===== src/rtl/accumulator_sequencer.sv =====
// Controller that runs one external accumulator through a weighted-sum pass:
// load a bias, add num_terms streamed samples, then publish sum, sign and overflow.
module accumulator_sequencer #(
    parameter int IN_WIDTH  = 14,
    parameter int CNT_WIDTH = 8
) (
    input  logic                       clk,
    input  logic                       reset,
    input  logic                       start,
    input  logic                       abort,
    input  logic signed [IN_WIDTH:0]   init_in,
    input  logic [CNT_WIDTH-1:0]       num_terms,
    input  logic                       s_valid,
    output logic                       s_ready,
    input  logic signed [IN_WIDTH-1:0] s_data,
    output logic                       acc_load,
    output logic                       acc_add,
    output logic signed [IN_WIDTH:0]   acc_init,
    output logic signed [IN_WIDTH-1:0] acc_a,
    input  logic signed [IN_WIDTH:0]   acc_y,
    input  logic                       acc_ovf,
    output logic                       busy,
    output logic                       done,
    output logic signed [IN_WIDTH:0]   result,
    output logic                       sign,
    output logic                       ovf_flag
);

    typedef enum logic [2:0] {
        IDLE,
        LOAD,
        ACCUM,
        WAIT,
        DONE
    } state_t;

    state_t               state;
    logic [CNT_WIDTH-1:0] count;
    logic [CNT_WIDTH-1:0] count_next;
    logic [CNT_WIDTH-1:0] terms;
    logic                 beat;

    // s_ready is registered and only high in ACCUM, so a handshake implies ACCUM.
    assign beat       = s_ready && s_valid;
    assign acc_add    = beat;
    assign acc_a      = beat ? s_data : '0;
    assign count_next = count + 1'b1;

    always_ff @(posedge clk or negedge reset) begin
        if (!reset) begin
            state    <= IDLE;
            count    <= '0;
            terms    <= '0;
            s_ready  <= 1'b0;
            acc_load <= 1'b0;
            acc_init <= '0;
            busy     <= 1'b0;
            done     <= 1'b0;
            result   <= '0;
            sign     <= 1'b0;
            ovf_flag <= 1'b0;
        end else begin
            done     <= 1'b0;
            acc_load <= 1'b0;
            case (state)
                IDLE: begin
                    if (start) begin
                        acc_init <= init_in;
                        terms    <= num_terms;
                        count    <= '0;
                        ovf_flag <= 1'b0;
                        acc_load <= 1'b1;
                        busy     <= 1'b1;
                        state    <= LOAD;
                    end
                end
                LOAD: begin
                    if (abort) begin
                        busy  <= 1'b0;
                        state <= IDLE;
                    end else if (terms == '0) begin
                        state <= WAIT;
                    end else begin
                        s_ready <= 1'b1;
                        state   <= ACCUM;
                    end
                end
                ACCUM: begin
                    if (abort) begin
                        s_ready <= 1'b0;
                        busy    <= 1'b0;
                        state   <= IDLE;
                    end else if (beat) begin
                        count <= count_next;
                        if (acc_ovf) begin
                            ovf_flag <= 1'b1;
                        end
                        if (count_next == terms) begin
                            s_ready <= 1'b0;
                            state   <= WAIT;
                        end
                    end
                end
                WAIT: begin
                    // The last add registered on the previous edge, so acc_y is final here.
                    if (abort) begin
                        busy  <= 1'b0;
                        state <= IDLE;
                    end else begin
                        result <= acc_y;
                        sign   <= acc_y[IN_WIDTH];
                        done   <= 1'b1;
                        state  <= DONE;
                    end
                end
                DONE: begin
                    busy  <= 1'b0;
                    state <= IDLE;
                end
                default: begin
                    s_ready <= 1'b0;
                    busy    <= 1'b0;
                    state   <= IDLE;
                end
            endcase
        end
    end

endmodule


===== config.mk =====
export PLATFORM = sky130hd
export DESIGN_NAME = accumulator_sequencer
export DESIGN_NICKNAME = d
export VERILOG_FILES = /design/src/rtl/accumulator_sequencer.sv
export SDC_FILE = /design/constraint.sdc
export NUM_CORES = 1
export LEC_CHECK = 0
export CORE_ASPECT_RATIO = 2
export CORE_MARGIN = 10
export CORE_UTILIZATION = 50
export CTS_BUF_LIST = sky130_fd_sc_hd__clkbuf_4
export DETAILED_ROUTE_END_ITERATION = 6
export DONT_BUFFER_PORTS = 1
export SYNTH_ARGS = -nofsm -noshare
export SYNTH_HDL_FRONTEND = slang
export SYNTH_SLANG_ARGS = --single-unit
export TNS_END_PERCENT = 100

===== constraint.sdc =====
create_clock -name clk -period 2.3 [get_ports clk]
set_input_delay 0.46 -clock clk [delete_from_list [all_inputs] [get_ports clk]]
set_output_delay 0.46 -clock clk [all_outputs]
set_load 0.03 [all_outputs]

Word level (Yosys, flattened, before mapping) --
Cells that the tools add are included. W data, S select, Z words.
Operators by class: $add $sub $neg 1, eq/ne operators 14, muxes and demuxes 31, bitwise gates (word level) 2, reductions and logical operators 13
Operators by type and width (count):
- $mux W8 | 3
- $mux W1 | 16
- $pmux W8 S2 | 1
- $mux W3 | 5
- $mux W14 | 1
- $ne A2 B2 Y1 const B | 6
- $pmux W3 S4 | 1
- $reduce_and A5 Y1 | 2
- $add A8 B1 Y8 const B | 1
- $eq A8 B8 Y1 | 1
- $logic_not A8 Y1 | 1
- $eq A3 B2 Y1 const B | 2
- $ne A3 B3 Y1 const B | 2
- $reduce_and A2 Y1 | 3
- $reduce_or A3 Y1 | 2
- $pmux W1 S2 | 2
- $reduce_and A4 Y1 | 1
- $eq A3 B1 Y1 const B | 1
- $eq A3 B3 Y1 const B | 1
- $logic_not A3 Y1 | 1
- $pmux W1 S3 | 1
- $reduce_and A3 Y1 | 1
- $mux W2 | 1
- $ne A2 B1 Y1 const B | 1
- 3 further kinds | 4
Storage, ports and cells: register bits 55, output and inout port bits 51

Logic depth before layout (Yosys ltp) --
Gate-level depths: netlist of the first run.
depth in word-level cells 6, mapped depth 8, mapped depth without buffers 6

Worst setup path before layout of the first run --
No wires, ideal clock.
path kind reg2reg, from reg count[0], to reg s_ready, library setup time 118 ps, data arrival time 1751 ps, setup slack 431 ps, cell stages (with the launch flop) 7, clock period less this slack 1869 ps, cells stage by stage dfrtp_1 -> ha_1 -> and3_1 -> and3_4 -> xnor2_1 -> or4_4 -> a21o_1
On the way: word-level cells in the longest chain between the ends 4
RTL lines:
- start, declared | line 38 | logic [CNT_WIDTH-1:0] count;
- start signal, assigned | line 94 | count <= count_next;
- $add A8 B1 Y8 | line 47 | assign count_next = count + 1'b1;
- $eq A8 B8 Y1 | line 98 | if (count_next == terms) begin
- $ne A3 B3 Y1 (no source line)
- $reduce_and A5 Y1 (no source line)
- end signal, assigned | line 54 | s_ready <= 1'b0;
- end signal, assigned | line 99 | s_ready <= 1'b0;
- end signal, assigned | line 121 | s_ready <= 1'b0;
- end, declared | line 14 | output logic s_ready,
No other way between the ends. A chain may end at the register's enable or synchronous reset.

Final worst setup path of the first run --
Ends and elaborated chain as after synthesis.

==> impl_metrics.yaml, run 1 <==
outcome:
  status: "finished clean"
timing:
  worst_pin_slew_ns: 0.596
  hold_viol: 0
  fin_skew_ns: 0.0232
  worst_slack_ns: 0.289
  rsz0062_at_grt: "no"
  fin_crit_sh_pct: 87.4
  maxSlewViolCount: 0
  fin_setup_tns_ns: 0
  maxSlewHeadroom_pct: 59.9
  min_period_ns: 2.01
  clock.fmax_mhz: 497
  setup_violations: 0
place:
  dp_hpwl_um: 4940
  place.port_buffers: 0
  dp_slack_ns: 0.321
  place_congestion: 0.908
  dp.cells: 265
layout:
  final_util_pct: 54.6
  final_cells: 275
  final_cell_mix: "dfrtp_1 (54), mux2_2 (38), and3_1 (16)"
  drive_above_1_share_pct: 24.8
  area_growth_pct: 5.16
  final_common_cell: "dfrtp_1"
  n_antenna_cell: 0
  fin_nets: 276
synthesis:
  yosys_warnings: 0
  synthDistinctLibCells: 43
  synth_seq_cells: 54
  synth_nets: 275
  synth_area_per_cell_sq_um: 11.8
  syn_area_sq_um: 2550
  synthCells: 216
  synth-seq-area-share_pct: 53.0
setup_path:
  max_stage_delay_ns: 0.49
  cp_slowest_cell: "or4_4"
  cp-end-kind: "flop"
  cp_data_required_time_ns: 2.58
  crit_chain: "ha_1, and3_1, and3_4, xnor2_1, or4_4, a21o_1"
  cp_max_fo: 6
  start_kind: "flop"
  worstSetupPathType: "reg2reg"
  critPathArrivalTime_ns: 2.29
clock_tree:
  cts_buffers: 5
  h-tree-depth: 2
  path_clk_slew_ns: 0.15
  cts_tree: "built"
  cts.path.max_buffers: 2
  clk_latency_ns: 0.37
  cts-root-buf: "clkbuf_4"
  numClockSinks: 54
floorplan:
  io_pins: 109
  start_util_pct: 51.9
  core.rowCount: 36
  die_w_um: 70.5
  die_h_um: 121
  fp.dieArea_sq_um: 8520
  core_sq_um: 4910
routing:
  ant_nets: 0
  via_count: 1702
  viasPerCell: 6.19
  wirelength_um: 6150
  firstDrtPassIters: 4
  drtIter0Drc: 90
  wl_per_cell_um: 22.4
  drc: 0
pwr:
  leakage_nw: 1.18
  total_power_mw: 3.78
  peakVddDrop_v: 0.000785
  power_density_nw_per_um2: 1410
grt:
  grt_pass1_wl_um: 9960
  grt_max_degree: 55
  gr-usage-all-layers_pct: 14.3
  grt_pass1_vias: 1816
  antenna_found_initial: 0
  overflow: 0
hold_path:
  min_path_type: "in2reg"
flow_run:
  maxCapViolCount: 0
cells in the mapped netlist (all sizes together):
library cell	count	area (sq um)
mux2i	1	10.0
or2b	1	7.51
o211ai	2	15.0
and3	17	111
nand2	11	41.3
o21ai	10	50.1
a211o	1	8.76
or3b	1	8.76
a31oi	2	12.5
nor2	14	52.6
a21o	3	22.5
o41ai	2	17.5
a22o	1	8.76
and2	2	12.5
dfrtp	54	1350
nand3b	1	7.51
a21oi	4	20.0
o2bb2ai	1	8.76
o31ai	2	15.0
nand4b	1	8.76
o221ai	1	8.76
nor3b	3	27.5
mux2	38	428
buf	7	48.8
ha	1	12.5
clkbuf	5	18.8
inv	1	3.75
nand2b	4	25.0
xnor2	8	70.1
nand4	1	6.26
nand3	4	20.0
a22oi	1	7.51
nor4	2	12.5
or4	2	18.8
xor2	2	17.5
nor3	4	25.0
or3	1	6.26
critical path, delay by kind of cell (launching register included):
family                     cells  cell delay, ns
xor gates and xnor gates       1            0.12
AOI/OAI and AO/OA              1            0.17
and+or+nand+nor                3            0.87
DFF                            1            0.47
adders and majority gates      1            0.29
worst paths after layout:
kind / startpoint / end / slack (ns) / depth (start not counted)
max: count[0]$_DFFE_PN0P_ / s_ready$_DFFE_PN0P_ / 0.29 / 6
min in group asynchronous: reset / count[4]$_DFFE_PN0P_ / 0.58 / 2
min: abort / state[1]$_DFFE_PN0P_ / 0.14 / 1
max in group asynchronous: reset / result[3]$_DFFE_PN0P_ / 1.46 / 2
max reg2reg: count[0]$_DFFE_PN0P_ / s_ready$_DFFE_PN0P_ / 0.29 / 6
min reg2reg: count[7]$_DFFE_PN0P_ / count[7]$_DFFE_PN0P_ / 0.57 / 2
flip-flops by register name, summed over array words and instances, names as in the netlist:
signal,cells
ovf_flag,1
acc_load,1
result,15
s_ready,1
acc_init,15
terms,8
state,3
done,1
count,8
busy,1
what timing repair did:
| item | 4_1_cts | 5_1_grt |
|---|---|---|
| hold buffers | 2 | 0 |
| buffers inserted | 0 | 0 |
| endpoints found under the hold margin | 54 | 0 |
| gates resized for setup | 0 | 0 |
cell families after synthesis:
| family | share of synthesized area (%) |
|---|---|
| buffers and inverters | 2.80 |
| adders and majority gates | 0.491 |
| muxes | 17.2 |
| xor gates and xnor gates | 3.44 |
| and+or+nand+nor | 15.4 |
| AOI/OAI and AO/OA | 7.66 |
| DFF | 53.0 |
power breakdown:
part / total (mW) / leakage, nW / internal [mW] / switching [mW]
Combinational: 1.08 / 0.474 / 0.557 / 0.520
Sequential: 2.30 / 0.669 / 1.32 / 0.975
Clock: 0.401 / 0.0331 / 0.128 / 0.274
stage by stage:
step	hold slack [ns]	cell area, sq um
6_report	0.143	2680
5_1_grt	0.112	2680
4_1_cts	0.123	2680
3_5_place_dp	0.166	2590
3_3_place_gp	0.166	2590
2_1_floorplan	0.164	2550
routing by layer:
| metal | GRT usage [%] | part of all wire [%] | up-vias |
|---|---|---|---|
| met1 | 12.9 | 32 | 844 |
| met4 | 4.96 | 1.3 | 0 |
| li1 | - | - | 776 |
| met3 | 6.80 | 10 | 6 |
| met5 | 0 | 0 | - |
| met2 | 26.6 | 56 | 76 |
area by class of cell:
class                   instances  area [sq um]
inverters                       1          3.75
clock buffers                   6          45.0
multi-input cells             149          1130
fillers                       443          2230
flip-flops and latches         54          1350
clock inverters                 2          8.76
well taps                      57          71.3
repair buffers                  6          67.6
Note: power is estimated with default switching activity, not from simulation.
==> run 2, diff against run 1 <==
--- a/config.mk
+++ b/config.mk
@@ -11,6 +11,7 @@
 export CTS_BUF_LIST = sky130_fd_sc_hd__clkbuf_4
 export DETAILED_ROUTE_END_ITERATION = 6
 export DONT_BUFFER_PORTS = 1
+export REMOVE_ABC_BUFFERS = 1
 export SYNTH_ARGS = -nofsm -noshare
 export SYNTH_HDL_FRONTEND = slang
 export SYNTH_SLANG_ARGS = --single-unit
==> run 2 against run 1 <==
  * Register-to-register slack about the same
  * Total power up 0.85%
  * Count of clock-buffer cells in the layout down 1
  * Utilization up 0.28 points
  * Final area up 0.51%
  * Setup slack worse by 0.058 ns
  * Sequential cell count unchanged
  * Non-clock buffer count up 1
  * Global-route usage down 0.36 points
  * Critical endpoint is now acc_a[2]
  * Largest cell class unchanged
==> impl_metrics.yaml, run 2 (synthesized netlist as in run 1, its figures left out) <==
floorplan:
  die_w_um: 70.5
  io_pins: 109
  core.rowCount: 36
  fp.dieArea_sq_um: 8520
  die_h_um: 121
  start_util_pct: 51.9
  core_sq_um: 4910
timing:
  fin_skew_ns: 0.00819
  maxSlewViolCount: 0
  hold_viol: 0
  worst_slack_ns: 0.231
  min_period_ns: 2.07
  rsz0062_at_grt: "no"
  maxSlewHeadroom_pct: 57.9
  worst_pin_slew_ns: 0.626
  setup_violations: 0
  fin_setup_tns_ns: 0
  clock.fmax_mhz: 483
  fin_crit_sh_pct: 90.0
layout:
  final_area_sq_um: 2690
  n_antenna_cell: 0
  final_common_cell: "dfrtp_1"
  final_cell_mix: "dfrtp_1 (54), mux2_2 (38), and3_1 (16)"
  area_growth_pct: 5.70
  drive_above_1_share_pct: 25.6
  fin_nets: 277
  top_regs: "acc_init x15, result x15"
grt:
  use_met1_pct: 11.8
  antenna_found_initial: 0
  gr-usage-all-layers_pct: 13.9
  overflow: 0
  grt_pass1_wl_um: 9660
  grt_pass1_vias: 1806
  grt_max_degree: 55
  gr-max-usage-layer: "met2"
  grt.met3_usage_pct: 7.29
  gr-usage-met2_pct: 26.0
clock_tree:
  cts_resized: 0
  cts.path.max_buffers: 2
  path_clk_slew_ns: 0.15
  clk_latency_ns: 0.36
  cts_buffers: 5
  cts_tree: "built"
  h-tree-depth: 2
  numClockSinks: 54
  cts-root-buf: "clkbuf_4"
setup_path:
  worstSetupPathType: "reg2out"
  timing.rr.end: "s_ready$_DFFE_PN0P_"
  start_kind: "flop"
  cp_max_fo: 16
  critPathArrivalTime_ns: 1.61
  r2r_start: "count[0]$_DFFE_PN0P_"
  cp_data_required_time_ns: 1.84
  r2r_cells: 6
  reg2reg_slack_ns: 0.29
  cp-end-kind: "output pin"
routing:
  ant_nets: 0
  wirelength_um: 6090
  drtIter0Drc: 80
  firstDrtPassIters: 4
  via_count: 1701
  viasPerCell: 6.16
  wl_per_cell_um: 22.1
  drc: 0
pwr:
  power_density_nw_per_um2: 1420
  peakVddDrop_v: 0.000935
  clockPowerShare_pct: 11.0
  swShare_pct: 47.1
  leakage_nw: 1.18
  pwr-share-comb_pct: 28.9
  p_seq_share_pct: 60.0
  p_switching_mw: 1.79
  internal_power_mw: 2.02
place:
  place.port_buffers: 0
  dp_slack_ns: 0.305
  dp_hpwl_um: 4970
  place_congestion: 0.842
  placed_cell_area_sq_um: 2590
flow_run:
  maxCapViolCount: 0
hold_path:
  hold_path_depth: 1
  worstHoldStart: "abort"
  min_path_type: "in2reg"
  holdPathEnd: "state[1]$_DFFE_PN0P_"
outcome:
  status: "finished clean"
## run 2: what timing repair did
item | CTS | global route
endpoints found under the hold margin | 54 | 0
hold buffers | 2 | 0
setup buffers | 0 | 0
## run 2: layout make-up
| class | count | area (sq um) |
|---|---|---|
| well taps | 57 | 71.3 |
| repair buffers | 7 | 75.1 |
| inverters | 1 | 3.75 |
| clock buffers | 5 | 37.5 |
| multi-input cells | 149 | 1130 |
| flip-flops and latches | 54 | 1350 |
| clock inverters | 3 | 22.5 |
| fillers | 446 | 2220 |
## run 2: how the worst max path moves through the flow
stage / cells past startpoint / slack (ns) / from / endpoint
floorplan: 3 / 0.16 / state[1]$_DFFE_PN0P_ / acc_init[0]$_DFFE_PN0P_
global placement: 6 / 0.38 / count[0]$_DFFE_PN0P_ / s_ready$_DFFE_PN0P_
detailed placement: 6 / 0.30 / count[0]$_DFFE_PN0P_ / s_ready$_DFFE_PN0P_
CTS: 2 / 0.16 / s_ready$_DFFE_PN0P_ / acc_a[0]
global route: 2 / 0.13 / s_ready$_DFFE_PN0P_ / acc_a[0]
finish: 2 / 0.23 / s_ready$_DFFE_PN0P_ / acc_a[2]
## run 2: power by group through the flow
stage / clock (mW) / combinational (mW) / sequential (mW)
CTS: 0.443 / 1.12 / 2.31
detailed placement: 0 / 1.09 / 2.33
finish: 0.421 / 1.10 / 2.29
global placement: 0 / 1.06 / 2.32
floorplan: 0 / 0.864 / 2.21
global route: 0.482 / 1.22 / 2.35
## run 2: metal layers
layer / up-vias / part of all wire, %
met4: 0 / 2.3
met5: - / 0
met2: 86 / 55
met3: 9 / 12
li1: 782 / -
met1: 824 / 31
## run 2: critical path: stages (launching register included)
cell	delay (ns)
dfrtp_1	0.62
buf_4	0.25
and3_1	0.38
## run 2: through the flow
stage          hold WS, ns  cells  power (mW)  utilization, %
6_report             0.150    276        3.81            54.8
5_1_grt              0.125    276        4.06            54.8
4_1_cts              0.136    276        3.87            54.8
3_5_place_dp         0.167    266        3.42            52.9
3_3_place_gp         0.166    266        3.38            52.9
2_1_floorplan        0.164    204        3.08               -
==> run 3, diff against run 2 <==
--- a/config.mk
+++ b/config.mk
@@ -11,6 +11,8 @@
 export CTS_BUF_LIST = sky130_fd_sc_hd__clkbuf_4
 export DETAILED_ROUTE_END_ITERATION = 6
 export DONT_BUFFER_PORTS = 1
+export MAX_ROUTING_LAYER = met4
+export PLACE_DENSITY = 0.68
 export REMOVE_ABC_BUFFERS = 1
 export SYNTH_ARGS = -nofsm -noshare
 export SYNTH_HDL_FRONTEND = slang
==> constraint.sdc (replaced) <==
create_clock -name clk -period 1.9 [get_ports clk]
set_input_delay 0.38 -clock clk [delete_from_list [all_inputs] [get_ports clk]]
set_output_delay 0.38 -clock clk [all_outputs]
set_load 0.03 [all_outputs]
==> run 3 against run 2 <==
  * Die area unchanged
  * Clock power up 54%
  * Clock skew is 0.0044 ns higher
  * Total power grew 27%
  * Routed wire length decreased by 1.6%
  * Cell count rose by 2.2%
  * Register-to-register slack lost 0.20 ns
  * Sequential share of layout area fell by 2.1 points
  * Count of clock-buffer cells in the layout unchanged
  * Utilization rose by 2.4 points
==> impl_metrics.yaml, run 3 (synthesized netlist as in run 1, its figures left out) <==
outcome:
  status: "finished clean"
setup_path:
  cp-end-kind: "flop"
  critPathArrivalTime_ns: 2.09
  cp_data_required_time_ns: 2.18
  worstSetupPathType: "reg2reg"
  start_kind: "flop"
  cp_max_fo: 3
floorplan:
  fp.dieArea_sq_um: 8520
  core.rowCount: 36
  start_util_pct: 51.9
  core_sq_um: 4910
  io_pins: 109
  die_w_um: 70.5
  die_h_um: 121
grt:
  grt_max_degree: 55
  grt_pass1_wl_um: 9650
  gr-usage-all-layers_pct: 14.3
  grt_pass1_vias: 1846
  overflow: 0
  antenna_found_initial: 0
layout:
  area_growth_pct: 10.3
  multi_input_area_sq_um: 1150
  num-fill-cells: 411
  top_regs: "acc_init x15, result x15"
  final_cell_mix: "dfrtp_1 (53), mux2_2 (38), and3_2 (14), nor2_1 (14), nand2_1 (11)"
  area.sequential_sq_um: 1350
  n_antenna_cell: 0
  drive_above_1_share_pct: 34.7
  fin_nets: 283
  final_cells: 282
  final_util_pct: 57.2
  final_common_cell: "dfrtp_1"
timing:
  maxSlewHeadroom_pct: 62.6
  clock.fmax_mhz: 553
  hold_ws_ns: 0.0680
  maxSlewViolCount: 0
  fin_skew_ns: 0.0126
  worst_pin_slew_ns: 0.560
  fin_crit_sh_pct: 95.2
  setup_violations: 0
  min_period_ns: 1.81
  hold_viol: 0
  rsz0062_at_grt: "no"
  fin_setup_tns_ns: 0
routing:
  wirelength_um: 5990
  wl_per_cell_um: 21.2
  firstDrtPassIters: 6
  viasPerCell: 6.05
  via_count: 1706
  drtIter0Drc: 91
  ant_nets: 0
  drc: 0
clock_tree:
  cts.path.max_buffers: 2
  h-tree-depth: 2
  clk_latency_ns: 0.37
  cts_buffers: 5
  path_clk_slew_ns: 0.16
  cts_tree: "built"
  cts-root-buf: "clkbuf_4"
  numClockSinks: 54
hold_path:
  min_path_type: "in2reg"
pwr:
  total_power_mw: 4.85
  power_density_nw_per_um2: 1720
  peakVddDrop_v: 0.00139
  leakage_nw: 1.23
place:
  place_congestion: 0.875
  dp.cells: 271
  dp_hpwl_um: 4750
  place.port_buffers: 0
flow_run:
  maxCapViolCount: 0
run 3: cell count changes in the layout (fill, tap and decap cells not counted), moves of 2 or more:
cell and change:
and3_1 -14, and3_2 +14, buf_4 +4, buf_12 +2
run 3: critical path, cell delays in order, from the launching register on:
cell and delay [ns]:
dfrtp_1 0.41, ha_1 0.21, and3_1 0.16, and3_4 0.19, xnor2_1 0.12, or4_4 0.48, a21o_1 0.17
run 3: per-layer routing:
layer	up-vias	track usage [%]	part of all wire (%)
li1	793	-	-
met1	821	13.3	33
met2	81	25.8	56
met3	11	4.34	8.3
met4	0	6.70	2.5
met5	-	-	0
run 3: report_power, final:
| group | switching [mW] | total [mW] | internal (mW) |
|---|---|---|---|
| clock network | 0.362 | 0.649 | 0.287 |
| logic | 0.678 | 1.44 | 0.766 |
| registers | 1.15 | 2.75 | 1.61 |
run 3: final timing paths:
path | startpoint | to | slack [ns] | cells past startpoint
worst max register to register | count[0]$_DFFE_PN0P_ | s_ready$_DFFE_PN0P_ | 0.09 | 6
worst max-delay path | count[0]$_DFFE_PN0P_ | s_ready$_DFFE_PN0P_ | 0.09 | 6
min in group asynchronous | reset | state[2]$_DFFE_PN0P_ | 0.51 | 2
max in group asynchronous | reset | acc_init[8]$_DFFE_PN0P_ | 1.16 | 2
worst min register to register | count[7]$_DFFE_PN0P_ | count[7]$_DFFE_PN0P_ | 0.57 | 2
worst min-delay path | abort | state[1]$_DFFE_PN0P_ | 0.07 | 1
run 3: cell type report:
cell class,count,area share [%]
clock buffers,5,1.34
clock inverters,3,1.69
inverters,1,0.134
multi-input cells,149,41.0
flip-flops and latches,54,48.1
well taps,57,2.54
repair buffers,13,5.16
run 3: timing repair:
item,in CTS,in global routing
setup endpoints to repair,14,18
buffers inserted,0,1
hold buffers,2,0
gates resized for setup,1,15
pin swaps,0,1
hold endpoints to repair,54,0
run 3: stage by stage:
stage	worst slack [ns]	area [sq um]
after global routing	0.0153	2810
after detailed placement	0.0906	2660
after floorplan	-0.240	2480
after global placement	0.121	2660
final	0.0915	2810
after CTS	0.0185	2780
